File: src/rtl/mem_stage_pkg.sv
// Shared types and constants for the MEM stage.
// Imported by the MEM stage, its bus sub-unit and its interface.
package mem_stage_pkg;

   localparam int WORD_ADDR_W = 30;
   localparam int WORD_DATA_W = 32;
   localparam int REG_ADDR_W  = 5;
   localparam int MEM_OP_W    = 2;
   localparam int CTRL_OP_W   = 2;
   localparam int ISA_EXP_W   = 3;

   typedef logic [WORD_ADDR_W-1:0] word_addr_t;
   typedef logic [WORD_DATA_W-1:0] word_data_t;
   typedef logic [REG_ADDR_W-1:0]  reg_addr_t;
   typedef logic [MEM_OP_W-1:0]    mem_op_t;
   typedef logic [CTRL_OP_W-1:0]   ctrl_op_t;
   typedef logic [ISA_EXP_W-1:0]   isa_exp_t;

   localparam mem_op_t MEM_OP_NOP = 2'd0;
   localparam mem_op_t MEM_OP_LDW = 2'd1;
   localparam mem_op_t MEM_OP_STW = 2'd2;

   localparam isa_exp_t ISA_EXP_NO_EXP     = 3'd0;
   localparam isa_exp_t ISA_EXP_MISS_ALIGN = 3'd4;

   localparam logic ENABLE_  = 1'b0;
   localparam logic DISABLE_ = 1'b1;
   localparam logic READ     = 1'b1;
   localparam logic WRITE    = 1'b0;

   typedef enum logic [1:0] {
      BUS_IDLE   = 2'd0,
      BUS_REQ    = 2'd1,
      BUS_ACCESS = 2'd2,
      BUS_STALL  = 2'd3
   } bus_state_t;

   typedef struct packed {
      word_addr_t pc;
      logic       en;
      logic       br_flag;
      ctrl_op_t   ctrl_op;
      reg_addr_t  dst_addr;
      logic       gpr_we_;
      isa_exp_t   exp_code;
      word_data_t out;
   } mem_wb_t;

   localparam mem_wb_t MEM_WB_RST = '{
      pc:       '0,
      en:       1'b0,
      br_flag:  1'b0,
      ctrl_op:  '0,
      dst_addr: '0,
      gpr_we_:  DISABLE_,
      exp_code: ISA_EXP_NO_EXP,
      out:      '0
   };

   function automatic logic is_mem_op(input mem_op_t op);
      return (op == MEM_OP_LDW) || (op == MEM_OP_STW);
   endfunction

endpackage

File: src/rtl/mem_stage_if.sv
// Memory-side signals of the MEM stage: scratch-pad port and
// shared arbitrated bus port.
interface mem_stage_if;
   import mem_stage_pkg::*;

   word_data_t spm_rd_data;
   word_addr_t spm_addr;
   logic       spm_as_;
   logic       spm_rw;
   word_data_t spm_wr_data;

   word_data_t bus_rd_data;
   logic       bus_rdy_;
   logic       bus_grnt_;
   logic       bus_req_;
   word_addr_t bus_addr;
   logic       bus_as_;
   logic       bus_rw;
   word_data_t bus_wr_data;

   modport master (
      input  spm_rd_data,
      output spm_addr, spm_as_, spm_rw, spm_wr_data,
      input  bus_rd_data, bus_rdy_, bus_grnt_,
      output bus_req_, bus_addr, bus_as_, bus_rw, bus_wr_data
   );

   modport slave (
      output spm_rd_data,
      input  spm_addr, spm_as_, spm_rw, spm_wr_data,
      output bus_rd_data, bus_rdy_, bus_grnt_,
      input  bus_req_, bus_addr, bus_as_, bus_rw, bus_wr_data
   );

endinterface

File: src/rtl/mem_bus_if.sv
// SPM / bus access unit: region decode, bus request FSM and
// read buffer that holds bus data while the pipeline is stalled.
module mem_bus_if
   import mem_stage_pkg::*;
#(
   parameter logic [2:0] SPM_SEL = 3'b011
) (
   input  logic       clk,
   input  logic       reset_,
   input  logic       stall,
   input  logic       flush,
   input  mem_op_t    mem_op,
   input  logic       access,
   input  word_addr_t addr,
   input  word_data_t wr_data,
   output word_data_t rd_data,
   output logic       busy,
   mem_stage_if.master mif
);

   bus_state_t state;
   bus_state_t state_nxt;
   word_data_t rd_buf;
   logic       rd_buf_we;
   logic       op_rw;
   logic       spm_hit;
   logic       bus_hit;

   assign op_rw   = (mem_op == MEM_OP_LDW) ? READ : WRITE;
   assign spm_hit = access & (addr[29:27] == SPM_SEL);
   assign bus_hit = access & (addr[29:27] != SPM_SEL);

   always_ff @(posedge clk or negedge reset_) begin
      if (!reset_) begin
         state  <= BUS_IDLE;
         rd_buf <= '0;
      end else begin
         state <= state_nxt;
         if (rd_buf_we) rd_buf <= mif.bus_rd_data;
      end
   end

   always_comb begin
      state_nxt       = state;
      rd_data         = '0;
      busy            = 1'b0;
      rd_buf_we       = 1'b0;
      mif.spm_addr    = addr;
      mif.spm_as_     = DISABLE_;
      mif.spm_rw      = op_rw;
      mif.spm_wr_data = wr_data;
      mif.bus_req_    = DISABLE_;
      mif.bus_addr    = '0;
      mif.bus_as_     = DISABLE_;
      mif.bus_rw      = READ;
      mif.bus_wr_data = '0;
      unique case (state)
         BUS_IDLE: begin
            if (spm_hit) begin
               mif.spm_as_ = ENABLE_;
               rd_data     = mif.spm_rd_data;
            end else if (bus_hit && !flush) begin
               mif.bus_req_ = ENABLE_;
               busy         = 1'b1;
               state_nxt    = BUS_REQ;
            end
         end
         BUS_REQ: begin
            mif.bus_req_ = ENABLE_;
            busy         = 1'b1;
            if (mif.bus_grnt_ == ENABLE_) begin
               mif.bus_as_     = ENABLE_;
               mif.bus_addr    = addr;
               mif.bus_rw      = op_rw;
               mif.bus_wr_data = wr_data;
               state_nxt       = BUS_ACCESS;
            end
         end
         BUS_ACCESS: begin
            mif.bus_req_ = ENABLE_;
            busy         = 1'b1;
            if (mif.bus_rdy_ == ENABLE_) begin
               mif.bus_req_ = DISABLE_;
               busy         = 1'b0;
               rd_buf_we    = 1'b1;
               rd_data      = mif.bus_rd_data;
               state_nxt    = stall ? BUS_STALL : BUS_IDLE;
            end
         end
         BUS_STALL: begin
            // pipeline still held: replay buffered bus data
            rd_data = rd_buf;
            if (!stall) state_nxt = BUS_IDLE;
         end
         default: state_nxt = BUS_IDLE;
      endcase
   end

endmodule

File: src/rtl/mem_stage.sv
// Pipeline MEM stage: alignment check, SPM/bus access and the
// MEM/WB pipeline register with forwarding output.
module mem_stage
   import mem_stage_pkg::*;
#(
   parameter logic [2:0] SPM_SEL = 3'b011
) (
   input  logic       clk,
   input  logic       reset_,
   input  logic       stall,
   input  logic       flush,
   output logic       busy,
   input  word_addr_t ex_pc,
   input  logic       ex_en,
   input  logic       ex_br_flag,
   input  mem_op_t    ex_mem_op,
   input  word_data_t ex_mem_wr_data,
   input  ctrl_op_t   ex_ctrl_op,
   input  reg_addr_t  ex_dst_addr,
   input  logic       ex_gpr_we_,
   input  isa_exp_t   ex_exp_code,
   input  word_data_t ex_out,
   mem_stage_if.master mif,
   output word_addr_t mem_pc,
   output logic       mem_en,
   output logic       mem_br_flag,
   output ctrl_op_t   mem_ctrl_op,
   output reg_addr_t  mem_dst_addr,
   output logic       mem_gpr_we_,
   output isa_exp_t   mem_exp_code,
   output word_data_t mem_out,
   output word_data_t fwd_data
);

   logic       mem_req;
   logic       access;
   logic       miss_align;
   word_data_t rd_data;
   word_data_t result;
   mem_wb_t    wb;

   assign mem_req    = ex_en & is_mem_op(ex_mem_op);
   assign access     = mem_req & (ex_out[1:0] == 2'b00);
   assign miss_align = mem_req & (ex_out[1:0] != 2'b00);

   mem_bus_if #(
      .SPM_SEL (SPM_SEL)
   ) u_bus (
      .clk     (clk),
      .reset_  (reset_),
      .stall   (stall),
      .flush   (flush),
      .mem_op  (ex_mem_op),
      .access  (access),
      .addr    (ex_out[31:2]),
      .wr_data (ex_mem_wr_data),
      .rd_data (rd_data),
      .busy    (busy),
      .mif     (mif)
   );

   assign result   = (access && ex_mem_op == MEM_OP_LDW) ? rd_data : ex_out;
   assign fwd_data = result;

   always_ff @(posedge clk or negedge reset_) begin
      if (!reset_) begin
         wb <= MEM_WB_RST;
      end else if (!stall) begin
         if (flush) begin
            wb <= MEM_WB_RST;
         end else if (miss_align) begin
            wb <= '{
               pc:       ex_pc,
               en:       ex_en,
               br_flag:  ex_br_flag,
               ctrl_op:  ex_ctrl_op,
               dst_addr: ex_dst_addr,
               gpr_we_:  DISABLE_,
               exp_code: ISA_EXP_MISS_ALIGN,
               out:      '0
            };
         end else begin
            wb <= '{
               pc:       ex_pc,
               en:       ex_en,
               br_flag:  ex_br_flag,
               ctrl_op:  ex_ctrl_op,
               dst_addr: ex_dst_addr,
               gpr_we_:  ex_gpr_we_,
               exp_code: ex_exp_code,
               out:      result
            };
         end
      end
   end

   assign mem_pc       = wb.pc;
   assign mem_en       = wb.en;
   assign mem_br_flag  = wb.br_flag;
   assign mem_ctrl_op  = wb.ctrl_op;
   assign mem_dst_addr = wb.dst_addr;
   assign mem_gpr_we_  = wb.gpr_we_;
   assign mem_exp_code = wb.exp_code;
   assign mem_out      = wb.out;

endmodule

File: src/flat_wrapper.sv
// flat-port wrapper written by rule: the top's interface ports become plain ports
module mem_stage_flat import mem_stage_pkg::*;
#(
   parameter logic [2:0] SPM_SEL = 3'b011
)
  (clk, reset_, stall, flush, busy, ex_pc, ex_en, ex_br_flag, ex_mem_op, ex_mem_wr_data, ex_ctrl_op, ex_dst_addr, ex_gpr_we_, ex_exp_code, ex_out, mem_pc, mem_en, mem_br_flag, mem_ctrl_op, mem_dst_addr, mem_gpr_we_, mem_exp_code, mem_out, fwd_data, mif_spm_rd_data, mif_spm_addr, mif_spm_as_, mif_spm_rw, mif_spm_wr_data, mif_bus_rd_data, mif_bus_rdy_, mif_bus_grnt_, mif_bus_req_, mif_bus_addr, mif_bus_as_, mif_bus_rw, mif_bus_wr_data);
  mem_stage_if mif_i ();
  input  logic clk;
  input  logic reset_;
  input  logic stall;
  input  logic flush;
  output logic busy;
  input  word_addr_t ex_pc;
  input  logic ex_en;
  input  logic ex_br_flag;
  input  mem_op_t ex_mem_op;
  input  word_data_t ex_mem_wr_data;
  input  ctrl_op_t ex_ctrl_op;
  input  reg_addr_t ex_dst_addr;
  input  logic ex_gpr_we_;
  input  isa_exp_t ex_exp_code;
  input  word_data_t ex_out;
  output word_addr_t mem_pc;
  output logic mem_en;
  output logic mem_br_flag;
  output ctrl_op_t mem_ctrl_op;
  output reg_addr_t mem_dst_addr;
  output logic mem_gpr_we_;
  output isa_exp_t mem_exp_code;
  output word_data_t mem_out;
  output word_data_t fwd_data;
  input wire logic [$bits(mif_i.spm_rd_data)-1:0] mif_spm_rd_data;
  output wire logic [$bits(mif_i.spm_addr)-1:0] mif_spm_addr;
  output wire logic [$bits(mif_i.spm_as_)-1:0] mif_spm_as_;
  output wire logic [$bits(mif_i.spm_rw)-1:0] mif_spm_rw;
  output wire logic [$bits(mif_i.spm_wr_data)-1:0] mif_spm_wr_data;
  input wire logic [$bits(mif_i.bus_rd_data)-1:0] mif_bus_rd_data;
  input wire logic [$bits(mif_i.bus_rdy_)-1:0] mif_bus_rdy_;
  input wire logic [$bits(mif_i.bus_grnt_)-1:0] mif_bus_grnt_;
  output wire logic [$bits(mif_i.bus_req_)-1:0] mif_bus_req_;
  output wire logic [$bits(mif_i.bus_addr)-1:0] mif_bus_addr;
  output wire logic [$bits(mif_i.bus_as_)-1:0] mif_bus_as_;
  output wire logic [$bits(mif_i.bus_rw)-1:0] mif_bus_rw;
  output wire logic [$bits(mif_i.bus_wr_data)-1:0] mif_bus_wr_data;
  assign mif_i.spm_rd_data = mif_spm_rd_data;
  assign mif_spm_addr = mif_i.spm_addr;
  assign mif_spm_as_ = mif_i.spm_as_;
  assign mif_spm_rw = mif_i.spm_rw;
  assign mif_spm_wr_data = mif_i.spm_wr_data;
  assign mif_i.bus_rd_data = mif_bus_rd_data;
  assign mif_i.bus_rdy_ = mif_bus_rdy_;
  assign mif_i.bus_grnt_ = mif_bus_grnt_;
  assign mif_bus_req_ = mif_i.bus_req_;
  assign mif_bus_addr = mif_i.bus_addr;
  assign mif_bus_as_ = mif_i.bus_as_;
  assign mif_bus_rw = mif_i.bus_rw;
  assign mif_bus_wr_data = mif_i.bus_wr_data;
  mem_stage #(.SPM_SEL(SPM_SEL)) u_core (.clk(clk), .reset_(reset_), .stall(stall), .flush(flush), .busy(busy), .ex_pc(ex_pc), .ex_en(ex_en), .ex_br_flag(ex_br_flag), .ex_mem_op(ex_mem_op), .ex_mem_wr_data(ex_mem_wr_data), .ex_ctrl_op(ex_ctrl_op), .ex_dst_addr(ex_dst_addr), .ex_gpr_we_(ex_gpr_we_), .ex_exp_code(ex_exp_code), .ex_out(ex_out), .mif(mif_i), .mem_pc(mem_pc), .mem_en(mem_en), .mem_br_flag(mem_br_flag), .mem_ctrl_op(mem_ctrl_op), .mem_dst_addr(mem_dst_addr), .mem_gpr_we_(mem_gpr_we_), .mem_exp_code(mem_exp_code), .mem_out(mem_out), .fwd_data(fwd_data));
endmodule
File: config.mk
export PLATFORM = sky130hd
export DESIGN_NAME = mem_stage_flat
export DESIGN_NICKNAME = d
export VERILOG_FILES = /design/src/rtl/mem_stage_pkg.sv /design/src/rtl/mem_stage_if.sv /design/src/rtl/mem_bus_if.sv /design/src/rtl/mem_stage.sv /design/src/flat_wrapper.sv
export SDC_FILE = /design/constraint.sdc
export NUM_CORES = 1
export LEC_CHECK = 0
export CORE_AREA = 4 4 160 162
export DETAILED_ROUTE_END_ITERATION = 7
export DIE_AREA = 0 0 164 166
export GPL_ROUTABILITY_DRIVEN = 0
export SKIP_CTS_REPAIR_TIMING = 1
export SLEW_MARGIN = 20
export SYNTH_ARGS = -nofsm -noshare
export SYNTH_HDL_FRONTEND = slang
export SYNTH_SLANG_ARGS = --single-unit
File: constraint.sdc
create_clock -name clk -period 2.4 [get_ports clk]
set_input_delay 0.48 -clock clk [delete_from_list [all_inputs] [get_ports clk]]
set_output_delay 0.48 -clock clk [all_outputs]
set_load 0.03 [all_outputs]
-- After elaboration in Yosys (flattened, before gate mapping)
Cells that the tools add are included.
- register bits after elaboration: 109
- input bits: 179
- output and inout port bits: 237
- logic and storage cells: 68
- equality and inequality tests: 12
- multiplexer cells: 33
- bitwise operators: 5
- reduce and logical (&&, ||, !) cells: 8
- operators with widths (operator ; number):
    32-bit two-way mux ; 5
    32-bit one-hot mux with 3 select lines ; 1
    75-bit two-way mux ; 1
    30-bit two-way mux ; 2
    36-bit two-way mux ; 1
    1-bit two-way mux ; 14
    2-bit two-way mux ; 6
    2-bit != test (second input constant) ; 5
    2-bit one-hot mux with 4 select lines ; 1
    2-bit equality test (second input constant) ; 3
    1-bit one-hot mux with 3 select lines ; 2
    1-bit bitwise AND ; 5
    5-bit AND reduction ; 1
    2-bit by 1-bit equality test with 1-bit output (second input constant) ; 2
    2-bit zero test ; 2
    3-bit by 2-bit equality test with 1-bit output (second input constant) ; 1
    3-bit by 2-bit != test with 1-bit output (second input constant) ; 1
    1-bit logical AND ; 2
    2-bit nonzero test ; 1
    1-bit zero test ; 1
    1-bit logical OR ; 1

-- Logic depth before layout (Yosys ltp)
- depth after elaboration: 10
- mapped depth: 7
- depth with buffers taken out: 6

-- Hierarchy
Synthesis repeated with hierarchy kept, for this count alone.
- cells, all modules: 661
- area, all modules: 6632.6 um2
- by module, submodules not included (module ; times used ; cells an instance ; area an instance (um2) ; sequential area each (um2)):
    mem_stage ; 1 ; 363 ; 3791.1 ; 1878.1
    mem_bus_if ; 1 ; 298 ; 2841.5 ; 850.8

-- Worst setup path before layout
Ideal clock, no wire load.
- path type: input-to-output
- from: input ex_mem_op[1]
- to: output fwd_data[23]
- data arrival time: 2172 ps
- data required time: 1920 ps
- setup slack: -252 ps
- cell stages on the path: 6
- buffers on the path: 1
- path through: inv_1 ha_1 nor4b_4 nand3_2 clkbuf_1 o21ai_0
- longest elaborated chain between the ends: 8
- elaborated cells on any way between the ends: 10
- those cells by class: 2 x eq/ne; 3 x mux; 3 x bitwise; 2 x reduce/logical
- ends and longest elaborated chain (what ; RTL line ; text):
    from (decl) ; flat_wrapper.sv:16 ; input mem_op_t ex_mem_op;
    2-bit by 1-bit equality test with 1-bit output / 2-bit equality test (equally long branches) ; mem_stage_pkg.sv:61, mem_stage.sv:62 ;
    1-bit logical OR ; mem_stage_pkg.sv:61 ; return (op == MEM_OP_LDW) || (op == MEM_OP_STW);
    1-bit bitwise AND ; mem_stage.sv:42 ; assign mem_req = ex_en & is_mem_op(ex_mem_op);
    1-bit bitwise AND ; mem_stage.sv:43 ; assign access = mem_req & (ex_out[1:0] == 2'b00);
    1-bit bitwise AND ; mem_bus_if.sv:30 ; assign spm_hit = access & (addr[29:27] == SPM_SEL);
    32-bit two-way mux ; mem_bus_if.sv:59 ; if (spm_hit) begin
    32-bit one-hot mux with 3 select lines ; mem_bus_if.sv:57 ; unique case (state)
    32-bit two-way mux * ; mem_stage.sv:62 ; assign result = (access && ex_mem_op == MEM_OP_LDW) ? rd_data : ex_out;
    to (decl) ; flat_wrapper.sv:31 ; output word_data_t fwd_data;
Every way passes the cells marked *; elsewhere a longest branch is shown, timed or not.

-- Final worst setup path
Ends and elaborated chain as after synthesis.

==> flow_summary_export.csv <==
group,metric,value,unit
run_status,outcome,"finished with violations",
run_status,violations,"negative setup slack",
layout,final_cell_mix,"clkdlybuf4s50_1, buf_4, nand2_1",
clocking,clk_path_buf_depth,2,
synth,synth_cells,654,
timing,max_slew_margin,62.2,%
global_routing,grt_pass1_wl,39400,um
layout,finalNonFillerCells,1414,
clocking,clock_latency,0.35,ns
synth,syn_nets,834,
place,dpl.hpwl,20300,um
timing,rsz0062_at_grt,"true",
power,p_leak,5.14,nW
global_routing,track_usage,18.5,%
place,dpl.cell_count,1358,
global_routing,antenna_found_initial,3,
power,p_seq_share,30.7,%
timing,worst_slew_pin_slew,0.567,ns
setup_path,start_kind,"input port",
routing,ant_nets,0,
synth,synth-seq-cells,109,
synth,synth_area,0.00601,mm^2
layout,area_growth,92.4,%
routing,wl_per_cell,20.2,um
die,die_area,0.0272,mm^2
routing,dr.first_iter.drc_count,488,
routing,viasPerCell,4.63,
global_routing,grt-busiest-layer,"met2",
global_routing,grt_pass1_vias,6470,
layout,nets,1262,
routing,drcViolationCount,0,
setup_path,cp_data_arrival_time,2.09,ns
setup_path,worst-endpoint-required,1.92,ns
global_routing,grt_max_degree,117,
power,p_switching,3.03,mW
setup_path,cp_max_fo,8,
clocking,cts_root_buf,"clkbuf_16",
flow_run,cap_viol_max_count,0,
clocking,cts-htree-levels,3,
die,die_h,166,um
setup_path,crit_type,"input port to output pin",
timing,max_freq,389,MHz
timing,fin_crit_sh,107,%
power,power,8.01,mW
place,io_buffers,415,
die,core,0.0241,mm^2
routing,via_count,6550,
clocking,cts_sinks,109,
synth,yosysWarningCount,0,
power,ir_drop,0.387,mV
clocking,clkTransAtPathRegs,0.08,ns
timing,fin_ws,-0.169,ns
timing,min_period,2.57,ns
die,start_util,24.9,%
layout,drive_above_1_share,29.6,%
routing,drtPass1Iterations,8,
timing,report.final.slew_viol_count,0,
timing,hold_viol,0,
clocking,cts_tree,"built",
setup_path,end_kind,"output pin",
power,p_int,4.98,mW
power,pwr_density_cell,692,mW/mm^2
synth,syn_area_per_cell,9.19,um^2
power,switching_share,37.8,%
die,die_w,164,um
timing,fin_skew,0.00940,ns
setup_path,r2r_slack,0.33,ns
synth,synth.yosys.seq_area_share,45.4,%
layout,layout_commonest_cell,"clkdlybuf4s50_1",
timing,setup_viol,33,
die,row_count,57,
layout,fillers,2293,
clocking,numCtsBuffers,9,
power,p_comb_share,50.3,%
routing,routed_wl,28600,um
power,pwr-share-clk,19.0,%
global_routing,overflow,0,
die,ios,416,
synth,ys_types,39,
global_routing,met2_usage,30.8,%
min_path,worstHoldPathType,"input port to async pin",
global_routing,use_met3,5.68,%
global_routing,use_met1,23.5,%
-- registers in the layout, indices dropped and copies added (netlist names), 2 cells and up --
register             flops
u_core.mem_pc           30
u_core.mem_dst_addr      5
u_core.mem_out          32
u_core.mem_exp_code      3
u_core.u_bus.state       2
u_core.mem_ctrl_op       2
u_core.u_bus.rd_buf     32
-- cells in the mapped netlist --
cell type  number  area (um^2)
a311oi_1        1         8.76
o31ai_1         1         7.51
nand3b_1        1         7.51
a22o_1          1         8.76
o21ai_0        68          340
o21ai_1         2         10.0
nand3_1         1         5.00
dfrtp_1       108         2700
o221ai_1       26          228
buf_6           6         67.6
a21o_1          1         7.51
nor2b_1         2         12.5
and2_1         33          206
inv_1          36          135
buf_1           2         7.51
a211oi_1        1         7.51
clkbuf_1       33          124
nand3b_4        1         20.0
a32oi_1         3         26.3
nor4b_4         1         23.8
nor2_1         30          113
nand2b_1        4         25.0
nor3_2          1         10.0
nor3b_1         1         7.51
buf_4          62          465
dfstp_2         1         26.3
nand3_2         1         10.0
nand2_1       140          526
o21bai_1        2         15.0
mux2_2         32          360
a222oi_1       32          320
buf_2           9         45.0
a21oi_1         1         5.00
o21ai_4         1         16.3
nor2_2          1         6.26
nor3b_2         1         12.5
o221ai_2        4         60.1
a32o_1          2         20.0
ha_1            1         12.5
-- metal layers --
| layer | vias to the layer above | share of wire, % |
|---|---|---|
| met5 | - | 0.035 |
| met4 | 2 | 1.9 |
| met1 | 3133 | 41 |
| li1 | 3088 | - |
| met2 | 289 | 49 |
| met3 | 38 | 7.7 |
-- through the flow --
stage	TNS, ns	util [%]	hold slack [ns]	area (um^2)	setup slack [ns]
2_1_floorplan	-1.72	-	0.184	6020	-0.0697
3_3_place_gp	-21.89	43.1	0.448	10400	-0.560
3_5_place_dp	-24.92	43.1	0.450	10400	-0.559
4_1_cts	-17.57	44.4	0.0581	10700	-0.570
5_1_grt	-7.35	48.0	0.0720	11600	-0.258
6_report	-4.32	48.0	0.0611	11600	-0.169
-- kinds of logic (layout without fill, tap and decap cells) --
family / count (synthesis) / in the layout / synth area share (%)
AO/OA/AOI/OAI: 146 / 146 / 18.0
adder cells (fa/ha/maj): 1 / 1 / 0.208
buffers and inverters: 148 / 581 / 14.0
flip-flops: 109 / 109 / 45.4
multiplexers: 32 / 32 / 5.99
other: 0 / 3 / 0
AND/OR/NAND/NOR: 218 / 218 / 16.4
-- worst max-delay path, cell delays in order --
cell and delay [ns]:
buf_6 0.09, inv_4 0.05, ha_4 0.21, nor4b_4 0.28
buf_4 0.18, nand3_4 0.12, buf_6 0.15, clkbuf_16 0.17
o21ai_1 0.15, buf_4 0.18
-- power by group through the flow --
stage	Clock, mW	Combinational [mW]	Sequential, mW
floorplan	0	1.72	2.63
global placement	0	3.60	2.47
detailed placement	0	3.62	2.48
CTS	1.58	3.63	2.45
global route	1.65	4.26	2.51
finish	1.52	4.03	2.46
-- worst paths after layout --
check | startpoint | to | cells after the start
setup / recovery | ex_mem_op[1] | fwd_data[23] | 10
hold / removal | reset_ | u_core.mem_pc[28] | 1
setup reg to reg | u_core.u_bus.state[0] | u_core.mem_out[22] | 9
hold reg to reg | u_core.mem_gpr_we_ | u_core.mem_gpr_we_ | 2
max in group asynchronous | reset_ | u_core.u_bus.state[1] | 2
min in group clk | u_core.mem_gpr_we_ | u_core.mem_gpr_we_ | 2
-- cell type report --
| cell class | count | area [um^2] | share of cell area [%] |
|---|---|---|---|
| timing repair buffer | 529 | 5240 | 45.3 |
| multi-input combinational | 397 | 2750 | 23.8 |
| sequential | 109 | 2730 | 23.6 |
| tap | 324 | 405 | 3.51 |
| clock buffer | 11 | 253 | 2.19 |
| inverter | 36 | 138 | 1.19 |
| clock inverter | 5 | 41.3 | 0.357 |
| antenna | 3 | 7.51 | 0.0649 |
Note: power is estimated with default switching activity, not from simulation.
